File: src/rtl/mem_arb.sv
// Single-port memory arbiter between instruction fetch and load/store.
// Define MEM_ARB_STARVE_GUARD_EN to bound how long IF can be starved by LS.
module mem_arb #(
    parameter int XLEN         = 32,
    parameter int STARVE_LIMIT = 4
) (
    input  logic            clk,
    input  logic            rst,
    input  logic            if_req,
    input  logic [XLEN-1:0] if_addr,
    output logic            if_gnt,
    output logic            if_rvalid,
    output logic [XLEN-1:0] if_rdata,
    output logic            if_pause,
    input  logic            ls_req,
    input  logic            ls_we,
    input  logic [XLEN-1:0] ls_addr,
    input  logic [XLEN-1:0] ls_wdata,
    output logic            ls_gnt,
    output logic            ls_rvalid,
    output logic [XLEN-1:0] ls_rdata,
    output logic [XLEN-1:0] mem_addr,
    output logic            mem_we,
    output logic [XLEN-1:0] mem_wdata,
    input  logic [XLEN-1:0] mem_rdata
);

    typedef enum logic [1:0] {
        OWN_NONE = 2'd0,
        OWN_IF   = 2'd1,
        OWN_LS   = 2'd2
    } owner_e;

    owner_e owner_q, owner_d;
    logic   force_if;

`ifdef MEM_ARB_STARVE_GUARD_EN
    localparam logic [3:0] LIMIT = 4'(STARVE_LIMIT);

    logic [3:0] starve_cnt_q, starve_cnt_d;

    assign force_if = (starve_cnt_q == LIMIT);

    // Counts contested LS wins; any cycle IF is idle or served resets it.
    always_comb begin
        starve_cnt_d = starve_cnt_q;
        if (!if_req || if_gnt) begin
            starve_cnt_d = 4'd0;
        end else if (ls_gnt && (starve_cnt_q != LIMIT)) begin
            starve_cnt_d = starve_cnt_q + 4'd1;
        end
    end

    always_ff @(posedge clk or negedge rst) begin
        if (!rst) begin
            starve_cnt_q <= 4'd0;
        end else begin
            starve_cnt_q <= starve_cnt_d;
        end
    end
`else
    assign force_if = 1'b0;
`endif

    // Outputs are gated by rst so everything reads 0 while held in reset.
    assign if_gnt   = rst & if_req & (~ls_req | force_if);
    assign ls_gnt   = rst & ls_req & ~if_gnt;
    assign if_pause = rst & if_req & ~if_gnt;

    always_comb begin
        mem_addr  = '0;
        mem_we    = 1'b0;
        mem_wdata = '0;
        unique case (1'b1)
            if_gnt: begin
                mem_addr = if_addr;
            end
            ls_gnt: begin
                mem_addr  = ls_addr;
                mem_we    = ls_we;
                mem_wdata = ls_we ? ls_wdata : '0;
            end
            default: begin
                mem_addr = '0;
            end
        endcase
    end

    always_comb begin
        owner_d = OWN_NONE;
        if (if_gnt) begin
            owner_d = OWN_IF;
        end else if (ls_gnt && !ls_we) begin
            owner_d = OWN_LS;
        end
    end

    always_ff @(posedge clk or negedge rst) begin
        if (!rst) begin
            owner_q <= OWN_NONE;
        end else begin
            owner_q <= owner_d;
        end
    end

    assign if_rvalid = rst & (owner_q == OWN_IF);
    assign ls_rvalid = rst & (owner_q == OWN_LS);
    assign if_rdata  = rst ? mem_rdata : '0;
    assign ls_rdata  = rst ? mem_rdata : '0;

    a_one_gnt: assert property (@(posedge clk) !(if_gnt && ls_gnt));
    a_limit: assert property (@(posedge clk)
        (STARVE_LIMIT >= 1) && (STARVE_LIMIT <= 15));

endmodule

File: config.mk
export PLATFORM = sky130hd
export DESIGN_NAME = mem_arb
export DESIGN_NICKNAME = d
export VERILOG_FILES = /design/src/rtl/mem_arb.sv
export SDC_FILE = /design/constraint.sdc
export NUM_CORES = 1
export LEC_CHECK = 0
export CORE_AREA = 2 2 104 106
export DETAILED_ROUTE_END_ITERATION = 16
export DIE_AREA = 0 0 106 108
export HOLD_SLACK_MARGIN = 0.06
export PLACE_DENSITY = 0.7
export SYNTH_ARGS = -nofsm -noshare
export SYNTH_HDL_FRONTEND = slang
export SYNTH_SLANG_ARGS = --single-unit
File: constraint.sdc
create_clock -name clk -period 1.1 [get_ports clk]
set_clock_uncertainty 0.05 [all_clocks]
set_input_delay 0.22 -clock clk [delete_from_list [all_inputs] [get_ports clk]]
set_output_delay 0.22 -clock clk [all_outputs]
set_load 0.1 [all_outputs]
==> impl_metrics.tcl <==
set metrics [dict create \
    postSynthRegisterBits 2 \
    ir_drop_uv 380 \
    netlist-cell-type-count 16 \
    cts-root-to-sink-buffers 2 \
    wl_per_cell_um 16.9 \
    die_area_um2 11400 \
    final_cell_area_um2 6110 \
    place.gp.congestion 0.718 \
    layout_common_cells "sky130_fd_sc_hd__buf_12 (145), sky130_fd_sc_hd__clkdlybuf4s50_1 (124), sky130_fd_sc_hd__and2_4 (67)" \
    cts.sinks 2 \
    remaining_drc_errors 0 \
    fp.dieH_um 108 \
    final-hold-violation-count 0 \
    dp_cells 522 \
    cts-buffers-inserted 3 \
    cts.htree.levels 1 \
    crit_chain "buf_8 -> and2_4 -> buf_12 -> buf_12 -> a32o_4 -> buf_12" \
    routed_via_density 4.07 \
    ys_top_cells_by_area "sky130_fd_sc_hd__and2_1 (34%), sky130_fd_sc_hd__a32o_1 (27%), sky130_fd_sc_hd__buf_4 (20%), sky130_fd_sc_hd__buf_6 (7.5%), sky130_fd_sc_hd__dfrtp_1 (4.2%)" \
    antenna_found_initial 0 \
    layout-drive-gt1-share 0.672 \
    antenna_cells_inserted 0 \
    mostFrequentLayoutCell "sky130_fd_sc_hd__buf_12" \
    setup_repair_after_global_routing_missed_its_margin "yes" \
    portBuffers 266 \
    timing.critical_path.from_type "primary input" \
    period_minus_slack_ns 1.50 \
    firstDrtPassIters 4 \
    critical-path-slowest-cell "sky130_fd_sc_hd__a32o_4" \
    synth_largest_type_area_fraction 0.343 \
    critical_path.endpoint_type "output port" \
    cts.clk_slew.worst_paths_ns 0.03 \
    path_buf_inv 4 \
    largest-register "owner_q" \
    final_min_period_over_clock_period 1.36 \
    syn-mean-instance-area_um2 7.62 \
    via_count 2204 \
    maxcap_violations 0 \
    grt-ovfl-total 0 \
    largest_registers "owner_q x2" \
    io_pins 267 \
    worstPathMaxFanout 6 \
    worst-endpoint-required_ns 0.83 \
    first_global_vias 2499 \
    post-route-util 0.598 \
    cpMostUsedCell "sky130_fd_sc_hd__buf_12" \
    clock.fmax_ghz 0.667 \
    worst_margin_slew_ns 0.312 \
    total_leakage_power_nw 2.49 \
    chipWidth_um 106 \
    finalSetupTns_ns -33.23 \
    maximum_number_of_pins_on_one_net_before_global_route_repair 32 \
    grt_pass1_wl_um 14000 \
    power.density_cell_area_nw_per_um2 713 \
    synth.largest_area_cell "sky130_fd_sc_hd__and2_1" \
    setup_ws_ns -0.399 \
    fp.coreArea_um2 10200 \
    syn2layout_area_growth_pct 408 \
    crit_path_max_incr_delay_ns 0.31 \
    total_power_mw 4.36 \
    slew_headroom 0.792 \
    row_count 37 \
    cts_tree "done" \
    ant_nets 0 \
    crit_type "in -> out" \
    cts_root_buffer "sky130_fd_sc_hd__clkbuf_8" \
    postSynthNetCount 291 \
    detailedRoute.firstIterationViolations 38 \
    syn_inst 158 \
    finalWirelength_um 9120 \
    synthesis.area_um2 1200 \
    finalNetCount 540 \
    placed_area_um2 5690 \
    start_util 0.118 \
    setup-violations-final 130 \
    global_route.usage.total 0.155 \
    class_of_the_worst_hold_path "in -> reg" \
    path_delay_family "buffers and inverters" \
    synth.yosys.warnings 0 \
    yosysSeqAreaShare 0.0416 \
    largest_reg_flops 2 \
    timing_max_transition_violations_final 0 \
    arrival_ns 1.23 \
    stdcell_count 541 \
    violated_checks "negative setup slack" \
    run_status "complete, but fails checks" \
    hpwl_um 7650 \
]
==> area by class of cell <==
type | instances | area (µm²)
Clock buffer | 3 | 41.3
Tap cell | 136 | 170
Multi-Input combinational cell | 105 | 1290
Inverter | 1 | 11.3
Timing Repair Buffer | 294 | 4550
Sequential cell | 2 | 50.0
Fill cell | 778 | 4120
==> routing by layer <==
metal,share of wire,GRT usage,up-vias
met5,0,0,-
met4,0.0026,0.0226,0
met3,0.10,0.0470,2
met2,0.56,0.310,158
met1,0.33,0.163,1014
li1,-,-,1030
==> cells by family (layout without fill, tap and decap cells) <==
logic type,after synthesis,after routing,synth area share
AOI/OAI and AO/OA,32,32,0.266
DFF,2,2,0.0416
buffers and inverters,51,298,0.313
and+or+nand+nor,73,73,0.379
==> synthesized netlist by cell type (all sizes together) <==
cell    instances
dfrtp           2
and3b           1
and2           67
inv             1
nand2           1
nor2b           1
nor2            1
a32o           32
clkbuf          6
buf            44
and3            2
==> timing repair <==
item,CTS,global route
endpoints found under the hold margin,2,0
setup endpoints to repair,136,132
pin swaps,39,10
cloned,10,0
hold buffers,1,0
gates resized for setup,42,3
buffers inserted,8,0
==> stage by stage <==
stage	setup slack (ns)	hold slack (ns)
after floorplan	-0.330	-0.126
after global placement	-0.791	0.609
after detailed placement	-0.822	0.631
after CTS	-0.403	0.110
after global routing	-0.415	0.112
final	-0.399	0.116
==> final timing paths <==
kind / start / to / slack, ns / depth (start not counted)
min: ls_we / owner_q[1]$_DFF_PN0_ / 0.12 / 2
max in group asynchronous: rst / owner_q[1]$_DFF_PN0_ / 0.47 / 3
max: rst / mem_addr[0] / -0.40 / 6
min in group asynchronous: rst / owner_q[0]$_DFF_PN0_ / 0.40 / 3
==> power by group <==
group / total (mW) / switching (mW) / leakage [nW] / internal, mW
logic: 3.99 / 2.27 / 2.44 / 1.71
clock network: 0.295 / 0.0630 / 0.0216 / 0.232
registers: 0.0789 / 0.00195 / 0.0269 / 0.0770
(Power assumes the default switching activity.)
